## src/rtl/hamming_pkg.sv

```systemverilog
// rtl/hamming_pkg.sv - Hamming(7,4) widths, types and decode result struct
package hamming_pkg;

    localparam int CODE_W = 7;
    localparam int DATA_W = 4;
    localparam int SYN_W  = 3;

    typedef logic [CODE_W-1:0] code_t;
    typedef logic [DATA_W-1:0] data_t;
    typedef logic [SYN_W-1:0]  syndrome_t;

    typedef struct packed {
        code_t     code;
        data_t     data;
        syndrome_t syndrome;
        logic      err;
    } hamming_result_t;

endpackage

```

## src/rtl/hamming_syndrome_decode.sv

```systemverilog
// rtl/hamming_syndrome_decode.sv - combinational Hamming(7,4) syndrome and single-bit correction
module hamming_syndrome_decode
    import hamming_pkg::*;
(
    input  code_t           code,
    input  logic            parity_type,
    output hamming_result_t result
);

    syndrome_t syn;
    code_t     fixed;

    always_comb begin
        // code bit k lives at index k-1
        syn[0] = code[0] ^ code[2] ^ code[4] ^ code[6] ^ parity_type;
        syn[1] = code[1] ^ code[2] ^ code[5] ^ code[6] ^ parity_type;
        syn[2] = code[3] ^ code[4] ^ code[5] ^ code[6] ^ parity_type;
        fixed  = code;
        if (syn != '0) begin
            fixed[syn - 3'd1] = ~code[syn - 3'd1];
        end
        result.code     = fixed;
        result.data     = {fixed[6], fixed[5], fixed[4], fixed[2]};
        result.syndrome = syn;
        result.err      = |syn;
    end

endmodule

```

## src/rtl/hamming_channel_scheduler.sv

```systemverilog
// rtl/hamming_channel_scheduler.sv - round-robin shared Hamming corrector; HAMMING_ERR_STATS_EN builds error counters
module hamming_channel_scheduler
    import hamming_pkg::*;
#(
    parameter int NUM_CH = 4,
    parameter int CNT_W  = 16
) (
    input  logic                       clk,
    input  logic                       rst_n,
    input  logic                       parity_type,
    input  logic [NUM_CH-1:0]          in_valid,
    input  logic [NUM_CH*7-1:0]        in_code,
    output logic [NUM_CH-1:0]          in_ready,
    output logic                       out_valid,
    input  logic                       out_ready,
    output logic [$clog2(NUM_CH)-1:0]  out_ch,
    output logic [6:0]                 out_code,
    output logic [3:0]                 out_data,
    output logic [2:0]                 out_syndrome,
    output logic                       out_err,
    input  logic                       cnt_clr,
    output logic [NUM_CH*CNT_W-1:0]    err_cnt
);

    localparam int PTR_W = $clog2(NUM_CH);

    typedef enum logic {
        ST_EMPTY,
        ST_FULL
    } stage_state_t;

    stage_state_t      state_q, state_d;
    logic [PTR_W-1:0]  rr_ptr, rr_next;
    logic [PTR_W-1:0]  grant_idx, cand;
    logic              grant_found;
    logic              can_load, load;
    code_t             grant_code;
    code_t             ch_code [NUM_CH];
    hamming_result_t   dec_res, res_q;
    logic [PTR_W-1:0]  ch_q;
    int                sum;
    int                nxt;

    for (genvar g = 0; g < NUM_CH; g++) begin : g_unpack
        assign ch_code[g] = in_code[g*CODE_W +: CODE_W];
    end

    // First requester at or after rr_ptr, wrapping past the last channel
    always_comb begin
        grant_found = 1'b0;
        grant_idx   = '0;
        grant_code  = '0;
        cand        = '0;
        sum         = 0;
        for (int i = 0; i < NUM_CH; i++) begin
            sum = int'(rr_ptr) + i;
            if (sum >= NUM_CH) begin
                sum = sum - NUM_CH;
            end
            cand = PTR_W'(sum);
            if (!grant_found && in_valid[cand]) begin
                grant_found = 1'b1;
                grant_idx   = cand;
                grant_code  = ch_code[cand];
            end
        end
    end

    assign can_load = (state_q == ST_EMPTY) || out_ready;
    assign load     = rst_n && can_load && grant_found;

    always_comb begin
        in_ready = '0;
        if (load) begin
            in_ready[grant_idx] = 1'b1;
        end
    end

    always_comb begin
        nxt = int'(grant_idx) + 1;
        if (nxt >= NUM_CH) begin
            nxt = 0;
        end
        rr_next = PTR_W'(nxt);
    end

    hamming_syndrome_decode u_decode (
        .code        (grant_code),
        .parity_type (parity_type),
        .result      (dec_res)
    );

    always_comb begin
        state_d = state_q;
        case (state_q)
            ST_EMPTY: if (load) state_d = ST_FULL;
            ST_FULL:  if (out_ready && !load) state_d = ST_EMPTY;
            default:  state_d = ST_EMPTY;
        endcase
    end

    always_ff @(posedge clk or negedge rst_n) begin
        if (!rst_n) begin
            state_q <= ST_EMPTY;
        end else begin
            state_q <= state_d;
        end
    end

    always_ff @(posedge clk or negedge rst_n) begin
        if (!rst_n) begin
            res_q  <= '0;
            ch_q   <= '0;
            rr_ptr <= '0;
        end else if (load) begin
            res_q  <= dec_res;
            ch_q   <= grant_idx;
            rr_ptr <= rr_next;
        end
    end

    assign out_valid    = (state_q == ST_FULL);
    assign out_ch       = ch_q;
    assign out_code     = res_q.code;
    assign out_data     = res_q.data;
    assign out_syndrome = res_q.syndrome;
    assign out_err      = res_q.err;

`ifdef HAMMING_ERR_STATS_EN
    for (genvar g = 0; g < NUM_CH; g++) begin : g_cnt
        logic [CNT_W-1:0] cnt_q;
        logic             hit;

        assign hit = load && dec_res.err && (grant_idx == PTR_W'(g));

        // Clear takes priority over a same-cycle increment; saturate at all-ones
        always_ff @(posedge clk or negedge rst_n) begin
            if (!rst_n) begin
                cnt_q <= '0;
            end else if (cnt_clr) begin
                cnt_q <= '0;
            end else if (hit && (cnt_q != '1)) begin
                cnt_q <= cnt_q + 1'b1;
            end
        end

        assign err_cnt[g*CNT_W +: CNT_W] = cnt_q;
    end
`else
    logic unused_cnt_clr;
    assign unused_cnt_clr = cnt_clr;
    assign err_cnt        = '0;
`endif

endmodule

```

## config.mk

```make
export PLATFORM = sky130hd
export DESIGN_NAME = hamming_channel_scheduler
export DESIGN_NICKNAME = d
export VERILOG_FILES = /design/src/rtl/hamming_pkg.sv /design/src/rtl/hamming_syndrome_decode.sv /design/src/rtl/hamming_channel_scheduler.sv
export SDC_FILE = /design/constraint.sdc
export NUM_CORES = 1
export LEC_CHECK = 0
export CORE_MARGIN = 3
export CORE_UTILIZATION = 33
export CTS_CLUSTER_DIAMETER = 30
export DETAILED_ROUTE_END_ITERATION = 16
export HOLD_SLACK_MARGIN = 0.06
export PLACE_DENSITY = 0.61
export SLEW_MARGIN = 30
export SYNTH_ARGS = -nofsm -noshare
export SYNTH_HDL_FRONTEND = slang
export SYNTH_SLANG_ARGS = --single-unit
```

## constraint.sdc

```tcl
create_clock -name clk -period 8.1 [get_ports clk]
set_input_delay 2.025 -clock clk [delete_from_list [all_inputs] [get_ports clk]]
set_output_delay 2.025 -clock clk [all_outputs]
set_load 0.005 [all_outputs]
```

==> flow_summary.ini, run 1 <==
[cts]
postCtsHoldBufs = 0
cts_setup_buffers = 0
path_clk_slew_ps = 70
cts_buffer_depth = 2
root_buffer = clkbuf_8
ctsResizeCount = 0
cts.sink_count = 16
tritoncts = done
clock_latency_ps = 250
cts.htree.levels = 1
cts_made_buffers = 3

[critical_path]
critPathRequiredTime_ps = 6080
crit_path_end_kind = output port
path_class = input port to output port
worstSetupStartpointType = input port
path_max_fanout = 17
worst-r2r-setup-slack_ps = 3190
worstPathArrival_ps = 5130
startpoint = in_valid[3]
reg2regPathDepth = 15
r2r-end = out_code[6]$_DFFE_PN0P_

[floorplan]
dieArea_sq_um = 9940
fp.dieH_microns = 99.7
rows = 33
ioPinCount = 123
start_util = 0.346
core_area_sq_um = 8380
dieWidth_microns = 99.7

[final_layout]
post_route_cells_drive_above_1_share = 0.0713
final_common_cell = conb_1
diodes = 0
fillCellCount = 880
final_cell_mix = conb_1 (64), clkdlybuf4s50_1 (57), nand2_1 (34)
seqCellArea_sq_um = 403
nets = 450
syn_to_final_growth_pct = 13.2
multiInputGateArea_sq_um = 2080

[global_routing]
antenna_found_initial = 0
grt_max_degree = 60
grt_pass1_wl_microns = 11900
grt_pass1_vias = 2445
overflow = 0
grt_util_all_layers = 0.143

[yosys]
synth_area_leaders = buf_4 (18%), dfrtp_1 (14%), mux2i_1 (5.9%)
ys_seq_area_frac = 0.138
synthDistinctLibCells = 69
ys_async_sr_fraction = 1.00
avgSynthCellArea_sq_um = 7.85
ys_ff_latch = 16
yosys_warnings = 0
yosysTopAreaCellShare = 0.184
yosys_most_used_dff = dfrtp_1
syn_inst = 369
syn_area_sq_um = 2900
synth_edf_count = 0
synth_top_area_cell = buf_4

[routing]
vias = 2661
ant_nets = 0
first_pass_iters = 5
totalWireLength_microns = 7570
drc_errors = 0
vias_per_cell = 5.20
wl_per_cell_microns = 14.8
drt_iter0_markers = 194

[hold_path]
hold_start = out_syndrome[0]$_DFFE_PN0P_
hold_class = flop to flop
min_to = out_syndrome[0]$_DFFE_PN0P_
min_path_cells = 2

[pwr]
power_density_nw_per_um2 = 399
vdd_drop_max_v = 0.000232
total_power_mw = 1.31
p_leak_nw = 1.42

[timing]
fmax_mhz = 140
finalSetupTns_ps = 0
drv_slew = 0
min_period_ps = 7150
rsz0062_at_grt = false
min_period_over_period = 0.883
finClkSkew_ps = 4.09
slew_headroom = 0.394
hold_viol = 0
setup_viol = 0
tightestPinTransition_ps = 909

[status]
status = complete, no violations

[run]
drv_cap = 0

[placed_design]
portBuffers = 57
post-dp-hpwl_microns = 5830
routabilityCongestion = 0.869
==> stage by stage <==
step	cell area, sq um	setup slack, ps	util	hold slack [ps]	std cells
floorplan	3130	2540	-	463	432
global placement	3220	1090	0.385	460	508
detailed placement	3220	1020	0.385	476	508
CTS	3280	1010	0.391	496	512
global route	3280	770	0.391	513	512
finish	3280	947	0.391	486	512
==> layer usage <==
metal  vias to the layer above  GRT usage  wire [microns]
met5                         -          0               0
met4                         0     0.0326              74
met3                         6     0.0175             479
met2                       110      0.229            3450
met1                      1257      0.204            3560
li1                       1288          -               -
==> sequential cells by signal, summed over array words and instances, names as in the netlist, named ones only <==
signal / cells
out_err: 1
out_code: 7
out_syndrome: 3
out_valid: 1
rr_ptr: 1
out_ch: 2
==> kinds of logic (layout without fill, tap and decap cells) <==
kind of cell / Yosys count / count (layout) / share of synthesized area
xor gates and xnor gates: 11 / 11 / 0.0432
buffers and inverters: 95 / 70 / 0.226
and+or+nand+nor: 116 / 116 / 0.224
muxes: 29 / 29 / 0.111
DFF: 16 / 16 / 0.138
AOI/OAI and AO/OA: 95 / 95 / 0.232
adders and majority gates: 6 / 6 / 0.0251
other: 1 / 64 / 0.00129
==> synthesized netlist by cell type, types with 3 or more instances <==
master / number
a21oi_1: 9
a221oi_1: 3
a22oi_1: 3
and2_1: 6
and3_1: 3
and3b_1: 5
buf_2: 7
buf_4: 71
buf_6: 3
clkbuf_1: 7
dfrtp_1: 16
ha_1: 5
inv_1: 7
mux2_2: 10
mux2i_1: 17
nand2_1: 34
nand2b_1: 4
nand3_1: 5
nand4_1: 4
nor2_1: 19
nor2b_1: 6
nor3_1: 3
nor3b_1: 7
nor4_1: 3
o211ai_1: 6
o21a_1: 5
o21ai_0: 27
o21ai_1: 4
o221ai_1: 3
o22a_1: 5
o22ai_1: 4
or3_1: 4
xnor2_1: 9
==> worst max path at each step <==
stage / to / slack, ps / cells after the start
after global placement: in_ready[2] / 1090 / 9
after CTS: in_ready[2] / 1010 / 9
after detailed placement: in_ready[2] / 1020 / 9
after global routing: in_ready[0] / 770 / 9
after floorplan: in_ready[0] / 2540 / 8
final: in_ready[2] / 950 / 9
==> power breakdown <==
part,switching (mW),internal [mW]
Clock,0.0285,0.0431
Sequential,0.0404,0.118
Combinational,0.612,0.468
==> worst max-delay path, cell delays in order <==
cell             delay [ps]
clkdlybuf4s50_1         830
nor2_1                  260
a22o_1                  310
nor2_1                  460
o21ai_0                 290
inv_1                   160
ha_1                    160
and2_1                  120
clkdlybuf4s50_1         500
==> area by class of cell <==
type                       count  share of cell area
clock buffer                   4              0.0168
inverter                       7             0.00801
multi-input combinational    321               0.634
tap                          105              0.0401
sequential                    16               0.123
timing repair buffer          59               0.179
No activity file was read; power rests on OpenSTA's default activity.
==> run 2, diff against run 1 <==
Settings changed: PLACE_DENSITY 0.61 to default.
==> run 2 against run 1 <==
Against the previous run: sequential power increased by 3%; largest power group unchanged; design area rose by 0.23%; worst setup slack gained 86 ps; die area stayed put; via count shrank 0.15%; global-route usage up 0.16 points; fmax up 1.2%; power barely moved; highest routed layer unchanged; clock power fell by 3%; non-clock buffer count is 1 higher.
==> flow_summary.ini, run 2 (synthesis results as in run 1) <==
[critical_path]
path_max_fanout = 17
worstSetupStartpointType = input port
worst-r2r-setup-slack_ps = 3020
critPathRequiredTime_ps = 6080
path_common_cell = clkdlybuf4s50_1
crit_path_top_delay_cell = clkdlybuf4s50_1
critPathTopFamily = buffers and inverters
cp_num_buf_inv = 3
crit_path_end_kind = output port
crit_chain = clkdlybuf4s50_1 > nor3b_1 > a22o_1 > nor2_1 > o21ai_0 > inv_1 > ha_1 > and2_1 > clkdlybuf4s50_1
worstPathArrival_ps = 5040
path_class = input port to output port
max_stage_delay_ps = 820

[cts]
cts.htree.levels = 1
cts.sink_count = 16
clock_latency_ps = 250
cts_buffer_depth = 2
path_clk_slew_ps = 60
tritoncts = done
root_buffer = clkbuf_8
cts_setup_buffers = 0
postCtsHoldBufs = 0
ctsResizeCount = 0
cts_made_buffers = 3

[floorplan]
rows = 33
ioPinCount = 123
dieWidth_microns = 99.7
start_util = 0.346
dieArea_sq_um = 9940
core_area_sq_um = 8380
fp.dieH_microns = 99.7

[routing]
vias_per_cell = 5.18
totalWireLength_microns = 7530
first_pass_iters = 4
drt_iter0_markers = 190
vias = 2657
drc_errors = 0
ant_nets = 0
wl_per_cell_microns = 14.7

[final_layout]
final_common_cell = conb_1
diodes = 0
final_util = 0.392
nets = 451
largest_reg_flops = 7
post_route_cells_drive_above_1_share = 0.0735
stdcell_area_sq_um = 3290
syn_to_final_growth_pct = 13.5
final_cell_mix = conb_1 (64), clkdlybuf4s50_1 (57), nand2_1 (34)

[hold_path]
hold_class = flop to flop

[timing]
drv_slew = 0
finalSetupTns_ps = 0
finClkSkew_ps = 1.13
setup_viol = 0
min_period_over_period = 0.872
worst_hold_slack_ps = 475
fmax_mhz = 142
rsz0062_at_grt = false
hold_viol = 0
min_period_ps = 7070
tightestPinTransition_ps = 859
slew_headroom = 0.427

[status]
status = complete, no violations

[pwr]
p_leak_nw = 1.43
power_density_nw_per_um2 = 398
total_power_mw = 1.31
vdd_drop_max_v = 0.000223

[global_routing]
grt_pass1_wl_microns = 12100
antenna_found_initial = 0
grt_max_degree = 55
grt_util_all_layers = 0.144
grt_pass1_vias = 2464
overflow = 0

[run]
drv_cap = 0

[placed_design]
post-dp-hpwl_microns = 5850
portBuffers = 57
post_dp_cell_area_sq_um = 3230
routabilityCongestion = 0.848
[run 2: changes by cell type in the layout (fill, tap and decap cells not counted)]
cell	delta
buf_4	+1
[run 2: per-stage QoR]
step / setup WS (ps) / instances
after floorplan: 2540 / 432
after global placement: 1120 / 509
after detailed placement: 1080 / 509
after CTS: 1060 / 513
after global routing: 727 / 513
final: 1030 / 513
[run 2: worst paths after layout]
path	cells after the start	startpoint	to
min	2	out_syndrome[1]$_DFFE_PN0P_	out_syndrome[1]$_DFFE_PN0P_
max in group asynchronous	2	rst_n	rr_ptr[1]$_DFFE_PN0P_
max	9	in_valid[3]	in_ready[0]
max reg2reg	15	flop	out_code[6]$_DFFE_PN0P_
min reg2reg	2	out_syndrome[1]$_DFFE_PN0P_	out_syndrome[1]$_DFFE_PN0P_
min in group asynchronous	2	rst_n	out_code[4]$_DFFE_PN0P_
[run 2: per-layer routing]
| layer | vias to the layer above | part of all wire | routed length [microns] | track usage |
|---|---|---|---|---|
| met5 | - | 0 | 0 | 0 |
| met1 | 1246 | 0.46 | 3450 | 0.208 |
| li1 | 1297 | - | - | - |
| met3 | 4 | 0.072 | 545 | 0.0182 |
| met2 | 110 | 0.46 | 3500 | 0.233 |
| met4 | 0 | 0.0041 | 31 | 0.0242 |
[run 2: cell type report]
cell class / count / area, sq um
clock buffers: 4 / 55.1
fillers: 868 / 5090
inverters: 7 / 26.3
multi-input cells: 321 / 2080
flip-flops and latches: 16 / 403
well taps: 105 / 131
repair buffers: 60 / 593
[run 2: worst register-to-register path: stages, from the launching register on]
cell and delay, ps:
dfrtp_2 420, buf_4 510, mux2_2 460, a221oi_4 380, o221ai_1 210, nor4_2 640, o21ai_0 300, and2_1 300
xnor2_1 380, or2_1 210, inv_1 50, ha_1 340, nor2_1 200, nand3_1 120, xnor2_1 280, o21ai_0 120
[run 2: power by group]
group	switching, mW	internal, mW
registers	0.0440	0.118
clock network	0.0267	0.0431
logic	0.609	0.468
